--- src/rtl/xadc_pkg.sv ---
// Shared XADC definitions: DRP channel addresses, widths and controller state encodings.
package xadc_pkg;

    localparam int DRP_ADDR_W = 7;
    localparam int DRP_DATA_W = 16;
    localparam int SAMPLE_W   = 12;

    localparam logic [DRP_ADDR_W-1:0] VAUX4_ADDR  = 7'h14;
    localparam logic [DRP_ADDR_W-1:0] VAUX12_ADDR = 7'h1C;

    typedef enum logic [2:0] {
        ST_IDLE    = 3'd0,
        ST_ISSUE_A = 3'd1,
        ST_WAIT_A  = 3'd2,
        ST_ISSUE_B = 3'd3,
        ST_WAIT_B  = 3'd4,
        ST_PRESENT = 3'd5
    } xadc_drp_reader_state_t;

    typedef enum logic [1:0] {
        PORT_IDLE  = 2'd0,
        PORT_ISSUE = 2'd1,
        PORT_WAIT  = 2'd2
    } drp_port_state_t;

endpackage

--- src/rtl/xadc_drp_reader_drp_read_port.sv ---
// Single DRP read: start -> one-cycle den -> wait for drdy with a timeout -> done/timeout + data.
//
// state      | meaning
// PORT_IDLE  | no read in flight, drdy ignored
// PORT_ISSUE | den high for this cycle only
// PORT_WAIT  | sampling drdy, timeout down-counter running
module drp_read_port
    import xadc_pkg::*;
#(
    parameter int TIMEOUT_CYCLES = 64
) (
    input  logic                  clk_i,
    input  logic                  rst_i,
    input  logic                  start_i,
    input  logic [DRP_ADDR_W-1:0] addr_i,
    output logic                  den_o,
    output logic [DRP_ADDR_W-1:0] daddr_o,
    input  logic                  drdy_i,
    input  logic [DRP_DATA_W-1:0] do_i,
    output logic                  done_o,
    output logic                  timeout_o,
    output logic [SAMPLE_W-1:0]   data_o
);

    localparam int CNT_W = $clog2(TIMEOUT_CYCLES + 1);

    drp_port_state_t       state_q, state_d;
    logic [CNT_W-1:0]      cnt_q, cnt_d;
    logic [DRP_ADDR_W-1:0] addr_q, addr_d;
    logic                  unused_do_lsbs;

    always_ff @(posedge clk_i) begin
        if (rst_i) begin
            state_q <= PORT_IDLE;
            cnt_q   <= '0;
            addr_q  <= '0;
        end else begin
            state_q <= state_d;
            cnt_q   <= cnt_d;
            addr_q  <= addr_d;
        end
    end

    // Counter loads on the den cycle so the last wait cycle is TIMEOUT_CYCLES after den.
    always_comb begin
        state_d   = state_q;
        cnt_d     = cnt_q;
        addr_d    = addr_q;
        done_o    = 1'b0;
        timeout_o = 1'b0;
        case (state_q)
            PORT_IDLE: state_d = PORT_IDLE;
            PORT_ISSUE: begin
                state_d = PORT_WAIT;
                cnt_d   = CNT_W'(TIMEOUT_CYCLES - 1);
            end
            PORT_WAIT: begin
                if (drdy_i) begin
                    done_o  = 1'b1;
                    state_d = PORT_IDLE;
                end else if (cnt_q == '0) begin
                    timeout_o = 1'b1;
                    state_d   = PORT_IDLE;
                end else begin
                    cnt_d = cnt_q - 1'b1;
                end
            end
            default: state_d = PORT_IDLE;
        endcase
        if (start_i) begin
            state_d = PORT_ISSUE;
            addr_d  = addr_i;
        end
    end

    assign den_o          = (state_q == PORT_ISSUE);
    assign daddr_o        = addr_q;
    assign data_o         = do_i[DRP_DATA_W-1:DRP_DATA_W-SAMPLE_W];
    assign unused_do_lsbs = ^do_i[DRP_DATA_W-SAMPLE_W-1:0];

endmodule

--- src/rtl/xadc_drp_reader.sv ---
// Drains two XADC channels over DRP after each end-of-sequence and presents them as a sample pair.
//
// state      | meaning
// ST_IDLE    | waiting for eos
// ST_ISSUE_A | den pulse for channel A read
// ST_WAIT_A  | waiting for channel A drdy or timeout
// ST_ISSUE_B | den pulse for channel B read
// ST_WAIT_B  | waiting for channel B drdy or timeout
// ST_PRESENT | sample pair valid, waiting for ready
module xadc_drp_reader
    import xadc_pkg::*;
#(
    parameter logic [DRP_ADDR_W-1:0] CH_A_ADDR      = VAUX4_ADDR,
    parameter logic [DRP_ADDR_W-1:0] CH_B_ADDR      = VAUX12_ADDR,
    parameter int                    TIMEOUT_CYCLES = 64
) (
    input  logic                  dclk_in,
    input  logic                  reset_in,
    input  logic                  eos_in,
    output logic [DRP_ADDR_W-1:0] daddr_out,
    output logic                  den_out,
    output logic                  dwe_out,
    output logic [DRP_DATA_W-1:0] di_out,
    input  logic                  drdy_in,
    input  logic [DRP_DATA_W-1:0] do_in,
    output logic [SAMPLE_W-1:0]   sample_a_out,
    output logic [SAMPLE_W-1:0]   sample_b_out,
    output logic                  valid_out,
    input  logic                  ready_in,
    output logic [7:0]            overrun_count_out,
    output logic                  timeout_err_out
);

    xadc_drp_reader_state_t state_q, state_d;
    logic [SAMPLE_W-1:0]    sample_a_q, sample_a_d;
    logic [SAMPLE_W-1:0]    sample_b_q, sample_b_d;
    logic [7:0]             overrun_q, overrun_d;
    logic                   timeout_err_q, timeout_err_d;

    logic                   rd_start;
    logic [DRP_ADDR_W-1:0]  rd_addr;
    logic                   rd_done;
    logic                   rd_timeout;
    logic [SAMPLE_W-1:0]    rd_data;
    logic                   eos_taken;

    drp_read_port #(
        .TIMEOUT_CYCLES(TIMEOUT_CYCLES)
    ) u_read_port (
        .clk_i    (dclk_in),
        .rst_i    (reset_in),
        .start_i  (rd_start),
        .addr_i   (rd_addr),
        .den_o    (den_out),
        .daddr_o  (daddr_out),
        .drdy_i   (drdy_in),
        .do_i     (do_in),
        .done_o   (rd_done),
        .timeout_o(rd_timeout),
        .data_o   (rd_data)
    );

    always_ff @(posedge dclk_in) begin
        if (reset_in) begin
            state_q       <= ST_IDLE;
            sample_a_q    <= '0;
            sample_b_q    <= '0;
            overrun_q     <= '0;
            timeout_err_q <= 1'b0;
        end else begin
            state_q       <= state_d;
            sample_a_q    <= sample_a_d;
            sample_b_q    <= sample_b_d;
            overrun_q     <= overrun_d;
            timeout_err_q <= timeout_err_d;
        end
    end

    always_comb begin
        state_d       = state_q;
        sample_a_d    = sample_a_q;
        sample_b_d    = sample_b_q;
        overrun_d     = overrun_q;
        timeout_err_d = timeout_err_q;
        rd_start      = 1'b0;
        rd_addr       = CH_A_ADDR;
        eos_taken     = 1'b0;
        case (state_q)
            ST_IDLE: begin
                if (eos_in) begin
                    eos_taken = 1'b1;
                    rd_start  = 1'b1;
                    state_d   = ST_ISSUE_A;
                end
            end
            ST_ISSUE_A: state_d = ST_WAIT_A;
            ST_WAIT_A: begin
                if (rd_done) begin
                    sample_a_d = rd_data;
                    rd_start   = 1'b1;
                    rd_addr    = CH_B_ADDR;
                    state_d    = ST_ISSUE_B;
                end else if (rd_timeout) begin
                    timeout_err_d = 1'b1;
                    state_d       = ST_IDLE;
                end
            end
            ST_ISSUE_B: state_d = ST_WAIT_B;
            ST_WAIT_B: begin
                if (rd_done) begin
                    sample_b_d = rd_data;
                    state_d    = ST_PRESENT;
                end else if (rd_timeout) begin
                    timeout_err_d = 1'b1;
                    state_d       = ST_IDLE;
                end
            end
            ST_PRESENT: begin
                // An eos landing on the handshake cycle starts the next pair straight away.
                if (ready_in) begin
                    if (eos_in) begin
                        eos_taken = 1'b1;
                        rd_start  = 1'b1;
                        state_d   = ST_ISSUE_A;
                    end else begin
                        state_d = ST_IDLE;
                    end
                end
            end
            default: state_d = ST_IDLE;
        endcase
        if (eos_in && !eos_taken && overrun_q != 8'hFF) begin
            overrun_d = overrun_q + 8'd1;
        end
    end

    assign dwe_out           = 1'b0;
    assign di_out            = '0;
    assign sample_a_out      = sample_a_q;
    assign sample_b_out      = sample_b_q;
    assign valid_out         = (state_q == ST_PRESENT);
    assign overrun_count_out = overrun_q;
    assign timeout_err_out   = timeout_err_q;

endmodule
--- config.mk ---
export PLATFORM = sky130hd
export DESIGN_NAME = xadc_drp_reader
export DESIGN_NICKNAME = d
export VERILOG_FILES = /design/src/rtl/xadc_pkg.sv /design/src/rtl/xadc_drp_reader_drp_read_port.sv /design/src/rtl/xadc_drp_reader.sv
export SDC_FILE = /design/constraint.sdc
export NUM_CORES = 1
export LEC_CHECK = 0
export ABC_AREA = 1
export BUFFER_PORTS_ARGS = -buffer_cell sky130_fd_sc_hd__buf_2
export CAP_MARGIN = 15
export CORE_MARGIN = 4
export CORE_UTILIZATION = 35
export DETAILED_ROUTE_END_ITERATION = 10
export PLACE_DENSITY = 0.68
export SYNTH_ARGS = -nofsm -noshare
export SYNTH_HDL_FRONTEND = slang
export SYNTH_SLANG_ARGS = --single-unit
--- constraint.sdc ---
create_clock -name dclk_in -period 2.5 [get_ports dclk_in]
set_input_delay 0.5 -clock dclk_in [delete_from_list [all_inputs] [get_ports dclk_in]]
set_output_delay 0.5 -clock dclk_in [all_outputs]
set_load 0.01 [all_outputs]
Word level (Yosys, flattened, before mapping)
Index checks and enable logic that the tools add are counted.
{"block": "totals", "output_inout_bits": 59, "word_cells": 65, "register_bits": 52}
{"block": "classes", "addsub": 2, "n_reduce_logical": 13, "n_bitwise": 1, "n_eq_ne": 14, "muxes": 26}
{"op": "$pmux W3 S6", "n": 1}
{"op": "$mux W3", "n": 5}
{"op": "$mux W7", "n": 2}
{"op": "$pmux W7 S2", "n": 1}
{"op": "$mux W1", "n": 10}
{"op": "$add A8 B1 Y8 const B", "n": 1}
{"op": "$mux W4", "n": 2}
{"op": "$ne A8 B8 Y1 const B", "n": 1}
{"op": "$logic_not A7 Y1", "n": 1}
{"op": "$sub A7 B1 Y7 const B", "n": 1}
{"op": "$eq A3 B2 Y1 const B", "n": 2}
{"op": "$eq A3 B3 Y1 const B", "n": 2}
{"op": "$ne A2 B2 Y1 const B", "n": 3}
{"op": "$reduce_and A2 Y1", "n": 3}
{"op": "$reduce_and A3 Y1", "n": 2}
{"op": "$mux W2", "n": 2}
{"op": "$ne A4 B3 Y1 const B", "n": 1}
{"op": "$pmux W2 S2", "n": 1}
{"op": "$reduce_or A2 Y1", "n": 2}
{"op": "$eq A3 B1 Y1 const B", "n": 1}
{"op": "$logic_not A3 Y1", "n": 1}
{"op": "$ne A3 B2 Y1 const B", "n": 1}
{"op": "$pmux W1 S3", "n": 1}
{"op": "$eq A2 B1 Y1 const B", "n": 1}
{"op": "other kinds (7)", "n": 8}

Depth between registers and ports, before layout
{"block": "depth", "depth_word": 7, "mapped_depth": 10, "mapped_depth_nobuf": 10}

Cells and area by module
A second synthesis with hierarchy kept.
{"block": "hier_totals", "cells_unflattened": 365, "area_unflattened_um2": 2657.5}
{"mod": "xadc_drp_reader", "seq_area_each_um2": 720.7, "cells_per_inst": 232, "area_per_inst_um2": 1709.1, "n_inst": 1}
{"mod": "drp_read_port", "seq_area_each_um2": 320.3, "cells_per_inst": 133, "area_per_inst_um2": 948.4, "n_inst": 1}

Least setup slack after synthesis
No wires, ideal clock.
{"block": "synth_path", "path_kind": "reg2reg", "startpoint": "register overrun_q[0] (netlist: overrun_count_out[0])", "endpoint": "register overrun_q[1] (netlist: overrun_count_out[1])", "n_path_buf": 1, "path_stages_with_launch": 10, "arrival_time_ps": 1289, "setup_slack_ps": 1095, "cell_sequence": "dfxtp_1 > ha_1 > nand3_1 > inv_1 > nand2_1 > inv_1 > nor2_2 > buf_4 > o21ai_0 > nor2_1"}
{"block": "synth_between", "elab_chain_cells": 2, "word_cells_on_any_way": 3, "cone_classes": "add/sub: 1; eq/ne: 1; reduce/logical: 1"}
{"element": "start, declared", "line": "xadc_drp_reader.sv:37", "source": "logic [7:0] overrun_q, overrun_d;"}
{"element": "start signal, assigned", "line": "xadc_drp_reader.sv:74", "source": "overrun_q <= overrun_d;"}
{"element": "parallel branches: the longest is 2 deep, another holds $add A8 B1 Y8"}
Several ways; the timed one is not identified.
A chain may end at the register's enable or synchronous reset.

Final worst setup path
{"block": "layout_path", "startpoint": "register u_read_port.state_q[0]", "endpoint": "output den_out"}
{"block": "layout_between", "elab_chain_cells": 1}
{"element": "start, declared", "line": "xadc_drp_reader_drp_read_port.sv:27", "source": "drp_port_state_t state_q, state_d;"}
{"element": "start signal, assigned", "line": "xadc_drp_reader_drp_read_port.sv:38", "source": "state_q <= state_d;"}
{"element": "$eq A2 B1 Y1", "line": "xadc_drp_reader_drp_read_port.sv:76", "source": "assign den_o = (state_q == PORT_ISSUE);"}
{"element": "end, declared", "line": "xadc_drp_reader.sv:21", "source": "output logic den_out,"}
No other way between the ends.

==> flow_summary.json <==
{
  "clock_sinks": 47,
  "ys_seq_area_share_pct": 41.4,
  "synth_most_common_cell": "nor2_1",
  "synth-async-reset-ratio_pct": 0,
  "synthMuxAreaShare_pct": 0,
  "wirelength_um": 5220,
  "setup_viol": 0,
  "timing.rr.start": "overrun_count_out[0]",
  "antenna_found_initial": 0,
  "first_pass_iters": 4,
  "fillCellCount": 672,
  "dp_slack_ns": 0.797,
  "rr_worst_depth": 9,
  "min_path_type": "in -> reg",
  "htreeDepth": 2,
  "max_freq_ghz": 0.602,
  "final.setup.worst_slack_ns": 0.838,
  "synthFlopType": "dfxtp_1",
  "io_buffer_count": 54,
  "core_sq_um": 6310,
  "synth-edff-count": 0,
  "grt_overflow": 0,
  "synth_compound_area_share_pct": 10.8,
  "synth_xor_area_share_pct": 0.385,
  "start_util_pct": 36.0,
  "r2r-end": "overrun_count_out[2]",
  "ir_drop_uv": 332,
  "routed-via-count": 2103,
  "synthDistinctLibCells": 28,
  "globalplace.congestion": 0.817,
  "crit_path_end_kind": "primary output",
  "drc": 0,
  "wl_met1_um": 2340,
  "routed-wl-met3_um": 463,
  "setup_tns_ns": 0,
  "worstPathArrival_ns": 1.16,
  "synth_top_area_share_pct": 41.4,
  "syn2layout_area_growth_pct": 15.2,
  "wl_per_cell_um": 11.6,
  "power_per_cell_area_nw_per_um2": 644,
  "drv_cap": 0,
  "path_clk_slew_ns": 0.09,
  "grt_pass1_wl_um": 8730,
  "multi_input_area_sq_um": 1090,
  "synth-adder-area-share_pct": 1.65,
  "grt_setup_unrepaired": "false",
  "crit_type": "reg -> out",
  "grt_use_total_pct": 14.1,
  "met2_length_um": 2370,
  "status": "finished, final reports clean",
  "cts_root_buffer": "clkbuf_8",
  "cellLeakagePower_uw": 0.00134,
  "dieArea_sq_um": 7850,
  "ys_ff_latch": 47,
  "syn-cell-area_sq_um": 2270,
  "synth_commonest_cells": "nor2_1 (81), nand2_1 (51), dfxtp_1 (47)",
  "ys_warn_count": 0,
  "cts_buffers": 5,
  "diodes": 0,
  "ant_nets": 0,
  "cts_setup_buffers": 0,
  "cts_resized": 0,
  "clkLatencyLatePin_ns": 0.30,
  "finalNetCount": 398,
  "avgSynthCellArea_sq_um": 7.04,
  "drt_iter0_drc": 77,
  "ff2ff_setup_slack_ns": 0.88,
  "clockBufferDepth": 2,
  "die_y_um": 88.6,
  "num_rows": 29,
  "cp-start-kind": "flip-flop",
  "boundaryPins": 80,
  "dpl-instance-area_sq_um": 2520,
  "synth-simple-area-share_pct": 31.8,
  "fp.dieW_um": 88.6,
  "top_layer": "met4",
  "synth_top_area_cell": "dfxtp_1",
  "grt_pass1_vias": 1945,
  "cts_hold_buf": 0,
  "synth_top_family_by_area": "simple AND/OR/NAND/NOR gates",
  "slew_violations": 0,
  "layout-drive-gt1-share_pct": 20.5,
  "crit_required_ns": 2.00,
  "crit_fanout": 3,
  "syn_inst": 323,
  "finClkSkew_ns": 0.00595,
  "dp_hpwl_um": 3820,
  "period_share_pct": 66.5,
  "cts_tree": "built",
  "startpoint": "u_read_port.state_q[0]",
  "regArea_sq_um": 941,
  "synth_area_leaders": "dfxtp_1 (41%), nor2_1 (13%), nand2_1 (8.4%), buf_4 (7.6%), o21ai_0 (6.2%)",
  "grt_max_degree": 20,
  "period_minus_slack_ns": 1.66,
  "fin_area_sq_um": 2620,
  "via_per_inst": 4.65,
  "hold_violations": 0,
  "endpoint": "den_out"
}
-- report_power, final --
group	internal, uW	leakage (uW)	switching (uW)	total [uW]
combinational	133	0.000907	241	373
clock	227	0.0000484	251	478
sequential	792	0.000381	43.8	836
total	1150	0.00134	535	1690
-- registers in the layout, indices dropped and copies added (netlist names) --
name	count
overrun_count_out	8
sample_a_out	12
state_q	3
timeout_err_out	1
u_read_port.state_q	2
u_read_port.cnt_q	7
u_read_port.daddr_o	2
sample_b_out	12
-- layout make-up --
cell class / count / area share [%]
timing repair buffer: 56 / 11.4
tap: 77 / 3.68
sequential: 47 / 35.9
clock buffer: 7 / 3.30
clock inverter: 1 / 0.334
multi-input combinational: 239 / 41.8
inverter: 25 / 3.58
-- critical path: stages, from the launching register on --
cell     delay (ns)
dfxtp_1        0.31
inv_1          0.05
nor2_1         0.29
buf_2          0.21
-- per-layer routing --
metal  up-vias  GRT usage (%)
li1       1083              -
met3         6           5.59
met5         -              0
met1       954           17.7
met4         0           4.12
met2        60           22.5
-- stage by stage --
step	power, uW	util (%)	instances	hold WS, ns
4_1_cts	1710	41.5	452	0.428
5_1_grt	1800	41.5	452	0.433
6_report	1690	41.5	452	0.436
2_1_floorplan	1160	-	343	0.470
3_5_place_dp	1220	40.0	444	0.439
3_3_place_gp	1210	40.0	444	0.440
-- worst min path at each step --
| stage | start | end | slack (ns) | cells past startpoint |
|---|---|---|---|---|
| 2_1_floorplan | u_read_port.cnt_q[5] | u_read_port.cnt_q[5] | 0.47 | 2 |
| 3_3_place_gp | timeout_err_out | timeout_err_out | 0.44 | 2 |
| 3_5_place_dp | timeout_err_out | timeout_err_out | 0.44 | 2 |
| 4_1_cts | do_in[6] | sample_a_out[2] | 0.43 | 3 |
| 5_1_grt | do_in[5] | sample_b_out[1] | 0.43 | 3 |
| 6_report | do_in[6] | sample_a_out[2] | 0.44 | 3 |
-- cell usage in the layout (no fill, tap or decap), types with 2 or more instances in the layout --
cell type  instances
a21oi_1           15
buf_2             54
clkbuf_8           6
conb_1            21
dfxtp_1           47
ha_1               3
inv_1             23
inv_2              2
nand2_1           51
nand3_1           16
nand3_2            2
nand3b_1           2
nand4_1            6
nor2_1            81
nor2_2             4
o21ai_0           28
-- cell families after synthesis --
family                   Yosys count
other                              1
AND/OR/NAND/NOR                  168
XOR/XNOR                           1
flip-flops                        47
buffers and inverters             57
AO/OA/AOI/OAI                     46
adder cells (fa/ha/maj)            3
Power figures use the tool's default switching activity.
